`config.mk`:
```
export PLATFORM = sky130hd
export DESIGN_NAME = pixel_band_streamer
export DESIGN_NICKNAME = d
export VERILOG_FILES = /design/src/rtl/pixel_band_streamer_pkg.sv /design/src/rtl/pixel_band_streamer_line_buffer.sv /design/src/rtl/pixel_band_streamer.sv
export SDC_FILE = /design/constraint.sdc
export NUM_CORES = 1
export LEC_CHECK = 0
export ABC_AREA = 1
export CAP_MARGIN = 20
export CORE_UTILIZATION = 40
export DETAILED_ROUTE_END_ITERATION = 7
export PLACE_DENSITY = 0.64
export SLEW_MARGIN = 20
export SYNTH_ARGS = -nofsm -noshare
export SYNTH_HDL_FRONTEND = slang
export SYNTH_SLANG_ARGS = --single-unit
```
`constraint.sdc`:
```
create_clock -name clk -period 6.9 [get_ports clk]
set_input_delay 1.38 -clock clk [delete_from_list [all_inputs] [get_ports clk]]
set_output_delay 1.38 -clock clk [all_outputs]
set_load 0.05 [all_outputs]
```
`src/rtl/pixel_band_streamer_pkg.sv`:
```
// Shared constants for the pixel band streamer: default pixel width,
// FSM state encoding and the padding value used around the frame.
package pixel_band_streamer_pkg;

  localparam int unsigned PIX_W_DEF = 5;
  localparam int unsigned ST_W      = 3;
  localparam int unsigned PAD_PIX   = 0;

  localparam logic [ST_W-1:0] ST_IDLE   = 3'd0;
  localparam logic [ST_W-1:0] ST_PRIME  = 3'd1;
  localparam logic [ST_W-1:0] ST_STREAM = 3'd2;
  localparam logic [ST_W-1:0] ST_GAP    = 3'd3;
  localparam logic [ST_W-1:0] ST_DONE   = 3'd4;

endpackage

```
`src/rtl/pixel_band_streamer_line_buffer.sv`:
```
// One image row of pixels: single write port, asynchronous read port.
module pixel_line_buffer
  import pixel_band_streamer_pkg::*;
#(
  parameter int unsigned WIDTH = 100,
  parameter int unsigned PIX_W = PIX_W_DEF,
  parameter int unsigned IDX_W = (WIDTH > 1) ? $clog2(WIDTH) : 1
) (
  input  logic             clk,
  input  logic             we,
  input  logic [IDX_W-1:0] waddr,
  input  logic [PIX_W-1:0] wdata,
  input  logic [IDX_W-1:0] raddr,
  output logic [PIX_W-1:0] rdata
);

  logic [PIX_W-1:0] line_q [WIDTH];

  // Contents are don't-care after reset, so the array has no reset.
  always_ff @(posedge clk) begin
    if (we) line_q[waddr] <= wdata;
  end

  assign rdata = line_q[raddr];

endmodule

```
`src/rtl/pixel_band_streamer.sv`:
```
// Streams a stored frame from pixel SRAM as zero-padded vertical 3-pixel
// column triples, one band per image row, reading each pixel exactly once.
module pixel_band_streamer
  import pixel_band_streamer_pkg::*;
#(
  parameter int unsigned WIDTH    = 100,
  parameter int unsigned HEIGHT   = 100,
  parameter int unsigned PIX_W    = PIX_W_DEF,
  parameter int unsigned ADDR_W   = 14,
  parameter int unsigned BAND_GAP = 1
) (
  input  logic              clk,
  input  logic              reset,
  input  logic              start,
  input  logic              mode_in,
  output logic              mem_ren,
  output logic [ADDR_W-1:0] mem_addr,
  input  logic [PIX_W-1:0]  mem_rdata,
  output logic              mode,
  output logic [PIX_W-1:0]  pixel_in0,
  output logic [PIX_W-1:0]  pixel_in1,
  output logic [PIX_W-1:0]  pixel_in2,
  output logic              load_end,
  output logic              out_valid,
  output logic              busy,
  output logic              done
);

  localparam int unsigned COL_W = $clog2(WIDTH + 4);
  localparam int unsigned ROW_W = (HEIGHT > 1) ? $clog2(HEIGHT) : 1;
  localparam int unsigned IDX_W = (WIDTH > 1) ? $clog2(WIDTH) : 1;

  localparam logic [COL_W-1:0] PRIME_END = COL_W'(WIDTH - 1);
  localparam logic [COL_W-1:0] LAST_COL  = COL_W'(WIDTH + 1);
  localparam logic [COL_W-1:0] DRAIN_COL = COL_W'(WIDTH + 3);
  localparam logic [COL_W-1:0] DATA_END  = COL_W'(WIDTH);
  localparam logic [ROW_W-1:0] LAST_ROW  = ROW_W'(HEIGHT - 1);
  localparam logic [2:0]       GAP_END   = 3'((BAND_GAP == 0) ? 0 : BAND_GAP - 1);
  localparam logic [PIX_W-1:0] PAD       = PIX_W'(PAD_PIX);

  logic [ST_W-1:0]   state_q, state_d;
  logic [COL_W-1:0]  col_q, col_d;
  logic [ROW_W-1:0]  row_q, row_d;
  logic [2:0]        gap_q, gap_d;
  logic [ADDR_W-1:0] ptr_q, ptr_d, ptr_base;
  logic              mem_ren_q, mem_ren_d;
  logic [ADDR_W-1:0] mem_addr_q, mem_addr_d;
  logic              mode_q, mode_d;
  logic              role_q, role_d;
  logic              top_zero_q, top_zero_d;
  logic              busy_q, busy_d;
  logic              done_q, done_d;
  logic              accept, rd_next;

  logic              s1_valid_q, s1_valid_d;
  logic              s1_prime_q, s1_prime_d;
  logic              s1_pad_q, s1_pad_d;
  logic              s1_last_q, s1_last_d;
  logic              s1_botz_q, s1_botz_d;
  logic [IDX_W-1:0]  s1_idx_q, s1_idx_d;

  logic [PIX_W-1:0]  pix0_q, pix0_d, pix1_q, pix1_d, pix2_q, pix2_d;
  logic              out_valid_q, out_valid_d;
  logic              load_end_q, load_end_d;

  logic              live, fill_top, we_a, we_b;
  logic [PIX_W-1:0]  rd_a, rd_b, top_rd, mid_rd;

  // Control: FSM, counters and the read issued for the next cycle.
  always_comb begin
    state_d  = state_q;
    col_d    = col_q;
    row_d    = row_q;
    gap_d    = gap_q;
    mode_d   = mode_q;
    accept   = 1'b0;
    unique case (state_q)
      ST_IDLE: begin
        if (start) begin
          accept  = 1'b1;
          state_d = ST_PRIME;
          col_d   = '0;
          row_d   = '0;
          mode_d  = mode_in;
        end
      end
      ST_PRIME: begin
        if (col_q == PRIME_END) begin
          state_d = ST_STREAM;
          col_d   = '0;
        end else begin
          col_d = col_q + COL_W'(1);
        end
      end
      ST_STREAM: begin
        // The last band runs two extra columns so done follows the pipe.
        if (row_q == LAST_ROW) begin
          if (col_q == DRAIN_COL) state_d = ST_DONE;
          else                    col_d   = col_q + COL_W'(1);
        end else if (col_q == LAST_COL) begin
          if (BAND_GAP == 0) begin
            col_d = '0;
            row_d = row_q + ROW_W'(1);
          end else begin
            state_d = ST_GAP;
            gap_d   = '0;
          end
        end else begin
          col_d = col_q + COL_W'(1);
        end
      end
      ST_GAP: begin
        if (gap_q == GAP_END) begin
          state_d = ST_STREAM;
          col_d   = '0;
          row_d   = row_q + ROW_W'(1);
        end else begin
          gap_d = gap_q + 3'(1);
        end
      end
      ST_DONE:  state_d = ST_IDLE;
      default:  state_d = ST_IDLE;
    endcase

    rd_next = (state_d == ST_PRIME) ||
              ((state_d == ST_STREAM) && (col_d != '0) && (col_d <= DATA_END) &&
               (row_d != LAST_ROW));
    ptr_base   = accept ? '0 : ptr_q;
    mem_ren_d  = rd_next;
    mem_addr_d = rd_next ? ptr_base : '0;
    ptr_d      = rd_next ? ptr_base + ADDR_W'(1) : ptr_base;
    busy_d     = (state_d != ST_IDLE);
    done_d     = (state_d == ST_DONE);
  end

  // Datapath: stage 1 tags the column, stage 2 assembles the triple.
  always_comb begin
    s1_valid_d = (state_q == ST_STREAM) && (col_q <= LAST_COL);
    s1_prime_d = (state_q == ST_PRIME);
    s1_pad_d   = (col_q == '0) || (col_q == LAST_COL);
    s1_last_d  = (col_q == LAST_COL);
    s1_botz_d  = (row_q == LAST_ROW);
    s1_idx_d   = (state_q == ST_PRIME) ? IDX_W'(col_q) : IDX_W'(col_q - COL_W'(1));

    top_rd   = role_q ? rd_b : rd_a;
    mid_rd   = role_q ? rd_a : rd_b;
    live     = s1_valid_q && !s1_pad_q;
    fill_top = live && !s1_botz_q;
    we_a     = s1_prime_q ? role_q  : (fill_top && !role_q);
    we_b     = s1_prime_q ? !role_q : (fill_top && role_q);

    pix0_d      = (live && !top_zero_q) ? top_rd : PAD;
    pix1_d      = live ? mid_rd : PAD;
    pix2_d      = fill_top ? mem_rdata : PAD;
    out_valid_d = s1_valid_q;
    load_end_d  = s1_valid_q && s1_last_q;

    role_d     = role_q;
    top_zero_d = top_zero_q;
    if (accept) begin
      role_d     = 1'b0;
      top_zero_d = 1'b1;
    end else if (load_end_d) begin
      role_d     = !role_q;
      top_zero_d = 1'b0;
    end
  end

  always_ff @(posedge clk or negedge reset) begin
    if (!reset) begin
      state_q     <= ST_IDLE;
      col_q       <= '0;
      row_q       <= '0;
      gap_q       <= '0;
      ptr_q       <= '0;
      mem_ren_q   <= 1'b0;
      mem_addr_q  <= '0;
      mode_q      <= 1'b0;
      role_q      <= 1'b0;
      top_zero_q  <= 1'b1;
      busy_q      <= 1'b0;
      done_q      <= 1'b0;
      s1_valid_q  <= 1'b0;
      s1_prime_q  <= 1'b0;
      s1_pad_q    <= 1'b0;
      s1_last_q   <= 1'b0;
      s1_botz_q   <= 1'b0;
      s1_idx_q    <= '0;
      pix0_q      <= '0;
      pix1_q      <= '0;
      pix2_q      <= '0;
      out_valid_q <= 1'b0;
      load_end_q  <= 1'b0;
    end else begin
      state_q     <= state_d;
      col_q       <= col_d;
      row_q       <= row_d;
      gap_q       <= gap_d;
      ptr_q       <= ptr_d;
      mem_ren_q   <= mem_ren_d;
      mem_addr_q  <= mem_addr_d;
      mode_q      <= mode_d;
      role_q      <= role_d;
      top_zero_q  <= top_zero_d;
      busy_q      <= busy_d;
      done_q      <= done_d;
      s1_valid_q  <= s1_valid_d;
      s1_prime_q  <= s1_prime_d;
      s1_pad_q    <= s1_pad_d;
      s1_last_q   <= s1_last_d;
      s1_botz_q   <= s1_botz_d;
      s1_idx_q    <= s1_idx_d;
      pix0_q      <= pix0_d;
      pix1_q      <= pix1_d;
      pix2_q      <= pix2_d;
      out_valid_q <= out_valid_d;
      load_end_q  <= load_end_d;
    end
  end

  pixel_line_buffer #(.WIDTH(WIDTH), .PIX_W(PIX_W), .IDX_W(IDX_W)) u_buf_a (
    .clk   (clk),
    .we    (we_a),
    .waddr (s1_idx_q),
    .wdata (mem_rdata),
    .raddr (s1_idx_q),
    .rdata (rd_a)
  );

  pixel_line_buffer #(.WIDTH(WIDTH), .PIX_W(PIX_W), .IDX_W(IDX_W)) u_buf_b (
    .clk   (clk),
    .we    (we_b),
    .waddr (s1_idx_q),
    .wdata (mem_rdata),
    .raddr (s1_idx_q),
    .rdata (rd_b)
  );

  assign mem_ren   = mem_ren_q;
  assign mem_addr  = mem_addr_q;
  assign mode      = mode_q;
  assign pixel_in0 = pix0_q;
  assign pixel_in1 = pix1_q;
  assign pixel_in2 = pix2_q;
  assign load_end  = load_end_q;
  assign out_valid = out_valid_q;
  assign busy      = busy_q;
  assign done      = done_q;

endmodule

```
After elaboration in Yosys (flattened, before gate mapping)
Memory sizes are Yosys's and may differ from the RTL's.
Cells that the tools add are included.
{ "op_classes": {"eq_ne": 14, "n_addsub": 5, "n_bitwise": 0, "magnitude_cmp": 2, "n_mux": 42, "n_reduce_logical": 25, "mul": 0, "n_div": 0, "shifts": 0} }
{ "ops": {"columns": ["op", "count"], "rows": [
  ["$mux 7", 9],
  ["$mux 14", 3],
  ["$eq 7x7->1 const B", 4],
  ["$pmux 7 s4", 1],
  ["$mux 3", 9],
  ["$mux 5", 5],
  ["$add 14x1->14 const B", 1],
  ["$add 7x1->7 const B", 2],
  ["$le 7x7->1 const B", 2],
  ["$pmux 7 s2", 1],
  ["$mux 1", 12],
  ["$pmux 3 s4", 1],
  ["$logic_and 1x1->1", 10],
  ["$eq 3x2->1 const B", 3],
  ["$logic_not 7->1", 1],
  ["$ne 7x7->1 const B", 1],
  ["$reduce_bool 7->1", 1],
  ["$sub 7x1->7 const B", 1],
  ["$eq 3x1->1 const B", 2],
  ["$logic_not 3->1", 2],
  ["$ne 2x2->1 const B", 3],
  ["$pmux 3 s2", 1],
  ["$logic_not 1->1", 4],
  ["$reduce_and 4->1", 1],
  ["other kinds (6)", 8]
]} }
{ "word_totals": {"in_bits": 9, "ramBits": 1000, "n_memories": 2, "output_inout_bits": 35, "regBits": 83, "elab_cells": 113, "mem_bits_ro": 0, "latch_bits": 0} }
{ "memory_table": {"columns": ["memory", "words", "word_bits", "rd", "rd_clocked_by_memory_dff", "write_ports", "line", "rtl"], "rows": [
  ["u_buf_a.line_q", 100, 5, 1, 0, 1, "pixel_band_streamer_line_buffer.sv:17", "logic [PIX_W-1:0] line_q [WIDTH];"],
  ["u_buf_b.line_q", 100, 5, 1, 0, 1, "pixel_band_streamer_line_buffer.sv:17", null]
]} }

Depth between registers and ports, before layout
{ "logic_depth": {"word_depth": 10, "depth_mapped": 20, "depth_no_buf": 18} }

Modules after synthesis
From an unflattened synthesis, not the netlist that was laid out.
{ "hier_totals": {"cells_unflattened": 4219, "area_unflattened_um2": 45880.3} }
{ "by_module_without_submodules": {"columns": ["mod", "seq_area_each_um2", "n_inst", "cells_per_inst", "area_per_inst_um2"], "rows": [
  ["pixel_line_buffer", 15014.4, 2, 1859, 20901.3],
  ["pixel_band_streamer", 2078.2, 1, 501, 4077.7]
]} }

Worst setup path after synthesis
No wires, ideal clock.
{ "synth_path": {"path_type": "input-to-reg", "start": "in start", "end": "reg ptr_q[12]", "arrival_time_ns": 2.909, "stages": 13, "t_required_ns": 6.783, "setup_ns": 0.117, "n_path_buf": 1, "path_slack_ns": 3.874, "cell_sequence": "inv_1 nor2_1 inv_1 buf_2 nand2_1 inv_1 ha_1 inv_1 nor3_1 nand3_1 xor2_1 nand2_1 nand2_1"} }
{ "synth_between": {"elab_chain_cells": 8, "elab_cells_between_ends": 20, "cone_classes": "1 x add/sub; 1 x order compare; 3 x eq/ne; 10 x mux; 5 x reduce/logical"} }
{ "synth_lines": {"columns": ["element", "line", "rtl"], "rows": [
  ["start, declared", "pixel_band_streamer.sv:14", "input logic start,"],
  ["parallel branches: the longest is 7 deep, another holds $add 14x1->14", null, null],
  ["$mux 14 *", "pixel_band_streamer.sv:131", "ptr_d = rd_next ? ptr_base + ADDR_W'(1) : ptr_base;"],
  ["net ptr_d[12]", "pixel_band_streamer.sv:45", "logic [ADDR_W-1:0] ptr_q, ptr_d, ptr_base;"],
  ["end signal, assigned", "pixel_band_streamer.sv:199", "ptr_q <= ptr_d;"],
  ["end, declared", "pixel_band_streamer.sv:45", null]
]} }
Mark *: on every way through the listed nets, which the timed path passes.
A chain may end at the register's enable or synchronous reset.

Worst setup path in the final report
{ "layout_path": {"start": "reg s1_idx_q[1]", "end": "reg pix0_q[0] (netlist: pixel_in0[0])"} }
{ "layout_between": {"elab_chain_cells": 3, "elab_cells_between_ends": 4, "cone_classes": "2 x mux; 2 x memory"} }
{ "layout_lines": {"columns": ["element", "line", "rtl"], "rows": [
  ["start, declared", "pixel_band_streamer.sv:60", "logic [IDX_W-1:0] s1_idx_q, s1_idx_d;"],
  ["start signal, assigned", "pixel_band_streamer.sv:212", "s1_idx_q <= s1_idx_d;"],
  ["$mem_v2 100x5", null, null],
  ["$mux 5 *", "pixel_band_streamer.sv:145", "top_rd = role_q ? rd_b : rd_a;"],
  ["$mux 5 *", "pixel_band_streamer.sv:152", "pix0_d = (live && !top_zero_q) ? top_rd : PAD;"],
  ["net pix0_d[0]", "pixel_band_streamer.sv:62", "logic [PIX_W-1:0] pix0_q, pix0_d, pix1_q, pix1_d, pix2_q, pix2_d;"],
  ["end signal, assigned", "pixel_band_streamer.sv:213", "pix0_q <= pix0_d;"],
  ["end, declared", "pixel_band_streamer.sv:62", null]
]} }
The timed path passes the listed nets; every way through them passes the cells marked *.

==> impl_metrics.env <==
export IMPL_status="complete, no violations"
export IMPL_grt_max_degree=114
export IMPL_portBuffers=43
export IMPL_gp_congestion=0.934
export IMPL_fill_cells=9482
export IMPL_rsz0062_at_grt="no"
export IMPL_hpwl_um=71800
export IMPL_synth_top_area_cell="edfxtp_1"
export IMPL_multi_input_area_um2=9670
export IMPL_track_usage_pct=22.2
export IMPL_ys_seq_area_share_pct=74.4
export IMPL_worst_pin_slew_ns=1.09
export IMPL_path_delay_family="buffers and inverters"
export IMPL_skew_ns=0.0357
export IMPL_drc_errors=0
export IMPL_start_util_pct=40.3
export IMPL_ys_ff_latch=1083
export IMPL_ctsResizeCount=0
export IMPL_endpoint_kind="flip-flop"
export IMPL_final_cell_mix="nand2_1 (1042), edfxtp_1 (1000), nor3_1 (200)"
export IMPL_hp_class="reg2reg"
export IMPL_insertion_delay_ns=0.70
export IMPL_layout_commonest_cell="nand2_1"
export IMPL_fmax_mhz=227
export IMPL_synth_top_family_by_area="simple AND/OR/NAND/NOR gates"
export IMPL_setup_slack_ns=2.50
export IMPL_synth_xor_area_share_pct=0.406
export IMPL_path_buf_inv=5
export IMPL_wl_per_cell_um=24.2
export IMPL_cts_sinks=1083
export IMPL_ios=44
export IMPL_drive_above_1_share_pct=7.16
export IMPL_syn_nets=3526
export IMPL_dpl_cell_count=4822
export IMPL_drv_cap=0
export IMPL_final_cells=5022
export IMPL_wl_um=122000
export IMPL_dp_slack_ns=2.71
export IMPL_synth_compound_area_share_pct=5.12
export IMPL_fin_crit_sh_pct=63.7
export IMPL_finalInstanceArea_um2=48400
export IMPL_fin_crit_ns=4.40
export IMPL_cts_buffers=108
export IMPL_path_common_cell="buf_4"
export IMPL_max_stage_delay_ns=0.70
export IMPL_cts_path_max_buffers=3
export IMPL_synth_cell_types=47
export IMPL_synth_avg_cell_area_um2=12.3
export IMPL_ys_top_cells_by_area="edfxtp_1 (70%), nand2_1 (9.1%), dfrtp_1 (4.8%)"
export IMPL_grt_pass1_wl_um=179000
export IMPL_htreeDepth=3
export IMPL_grt_overflow_total=0
export IMPL_leakage_nw=16.5
export IMPL_slew_viol_final=0
export IMPL_dieArea_um2=109000
export IMPL_clkTransAtPathRegs_ns=0.06
export IMPL_start_kind="flip-flop"
export IMPL_synthSimpleGateAreaFrac_pct=16.5
export IMPL_r2r_slack_ns=2.50
export IMPL_synthFlopType="edfxtp_1"
export IMPL_hold_start="out_valid_d"
export IMPL_routed_via_density=5.60
export IMPL_synthCells=3508
export IMPL_coreArea_um2=107000
export IMPL_via_count=28100
export IMPL_insertedDiodeCount=0
export IMPL_rr_startpoint="s1_idx_q[1]"
export IMPL_setup_tns_final_ns=0
export IMPL_min_path_cells=0
export IMPL_finalSetupViolCount=0
export IMPL_postCtsHoldBufs=0
export IMPL_synth_mux_area_share_pct=0
export IMPL_worstSetupPathType="reg2reg"
export IMPL_antenna_found_initial=1
export IMPL_dr_pass1_iters=6
export IMPL_dr_first_iter_drc_count=3413
export IMPL_cts_tree="yes"
export IMPL_synth_warnings=0
export IMPL_die_h_um=330
export IMPL_cpMaxStageDelayCell="buf_4"
export IMPL_synthAdderAreaFrac_pct=0.261
export IMPL_cts_setup_buffers=0
export IMPL_required_ns=7.53
export IMPL_yosysTopAreaCellShare_pct=69.6
export IMPL_critPathArrivalTime_ns=5.03
export IMPL_cellPowerDensity_nw_per_um2=273
export IMPL_grt_pass1_vias=26900
export IMPL_antenna_left=0
export IMPL_syn_cell_area_um2=43200
export IMPL_area_delta_synth_final_pct=12.0
export IMPL_path_cells="buf_4 -> inv_2 -> nand3_2 -> buf_4 -> inv_4 -> buf_4 -> a21oi_1 -> nand3_1 -> o21ai_0 -> nand4_1 -> nand2_1 -> nand3_1 -> nor2_1 -> nor2_1"
export IMPL_seq_area_um2=32100
export IMPL_reg2reg_to="pixel_in0[0]"
export IMPL_die_w_um=330
export IMPL_num_rows=120
export IMPL_cts_root_buf="clkbuf_16"
export IMPL_synth_edf_count=1000
export IMPL_hold_viol_final=0
export IMPL_nets=3547
export IMPL_hold_ws_ns=0.408
export IMPL_ir_drop_mv=0.210
export IMPL_place_area_um2=45000
export IMPL_reg2regPathDepth=14
export IMPL_relSlewSlack_pct=27.1
export IMPL_async_flop_share_pct=7.66
export IMPL_min_delay_worst_endpoint="out_valid"
export IMPL_worstPathMaxFanout=50
==> report_power, final <==
| part | total (mW) | internal (mW) | switching (mW) |
|---|---|---|---|
| registers | 7.22 | 7.21 | 0.0139 |
| clock network | 5.60 | 3.15 | 2.45 |
| logic | 0.366 | 0.0780 | 0.288 |
==> cell usage after synthesis, drive strengths merged, types with 4 or more instances <==
cell and count:
a21oi 115, a22oi 85, buf 93, clkbuf 93
clkinv 5, dfrtp 82, edfxtp 1000, ha 9
inv 161, nand2 1053, nand3 100, nand3b 5
nand4 121, nor2 176, nor3 206, nor4 4
o2111ai 11, o21a 5, o21ai 127, o22ai 11
o2bb2ai 5, or2 4, xor2 20
==> per-layer routing <==
metal | GRT usage [%] | vias up | part of all wire, %
li1 | - | 12500 | -
met1 | 30.3 | 13900 | 40
met2 | 34.5 | 1534 | 46
met3 | 4.77 | 233 | 10
met4 | 8.73 | 2 | 3.8
met5 | 0 | - | 0.0074
==> worst max-delay path by stage <==
stage                start           end  slack, ns  cells after the start
3_3_place_gp   s1_idx_q[1]  pixel_in0[0]       2.70                     14
4_1_cts        s1_idx_q[1]  pixel_in0[0]       2.68                     14
2_1_floorplan        start     ptr_q[12]       3.87                     13
6_report       s1_idx_q[1]  pixel_in0[0]       2.50                     14
5_1_grt        s1_idx_q[1]  pixel_in0[0]       2.48                     14
3_5_place_dp   s1_idx_q[1]  pixel_in0[0]       2.71                     14
==> sequential cells by signal, indices dropped and copies added (netlist names), 3 cells and up <==
| register | cells |
|---|---|
| u_buf_a.line_q | 500 |
| u_buf_b.line_q | 500 |
| mem_addr | 14 |
| ptr_q | 14 |
| col_q | 7 |
| row_q | 7 |
| s1_idx_q | 7 |
| pixel_in0 | 5 |
| pixel_in1 | 5 |
| pixel_in2 | 5 |
| gap_q | 3 |
| state_q | 3 |
==> cell families (layout without fill, tap and decap cells) <==
kind of cell             Yosys count  in the layout
AND/OR/NAND/NOR                 1672           1672
buffers and inverters            352            463
AO/OA/AOI/OAI                    372            372
adder cells (fa/ha/maj)            9              9
XOR/XNOR                          20             20
flip-flops                      1083           1083
==> per-stage QoR <==
| stage | utilization, % | total power [mW] |
|---|---|---|
| 3_3_place_gp | 42.1 | 7.73 |
| 6_report | 45.2 | 13.2 |
| 5_1_grt | 45.2 | 13.5 |
| 2_1_floorplan | - | 7.54 |
| 3_5_place_dp | 42.1 | 7.73 |
| 4_1_cts | 45.2 | 13.2 |
==> cell type report <==
class | instances | area share (%)
multi-input combinational | 2073 | 20.0
inverter | 166 | 1.31
sequential | 1083 | 66.4
timing repair buffer | 97 | 1.80
clock buffer | 145 | 5.98
tap | 1403 | 3.63
clock inverter | 55 | 0.869
Power figures use the tool's default switching activity.
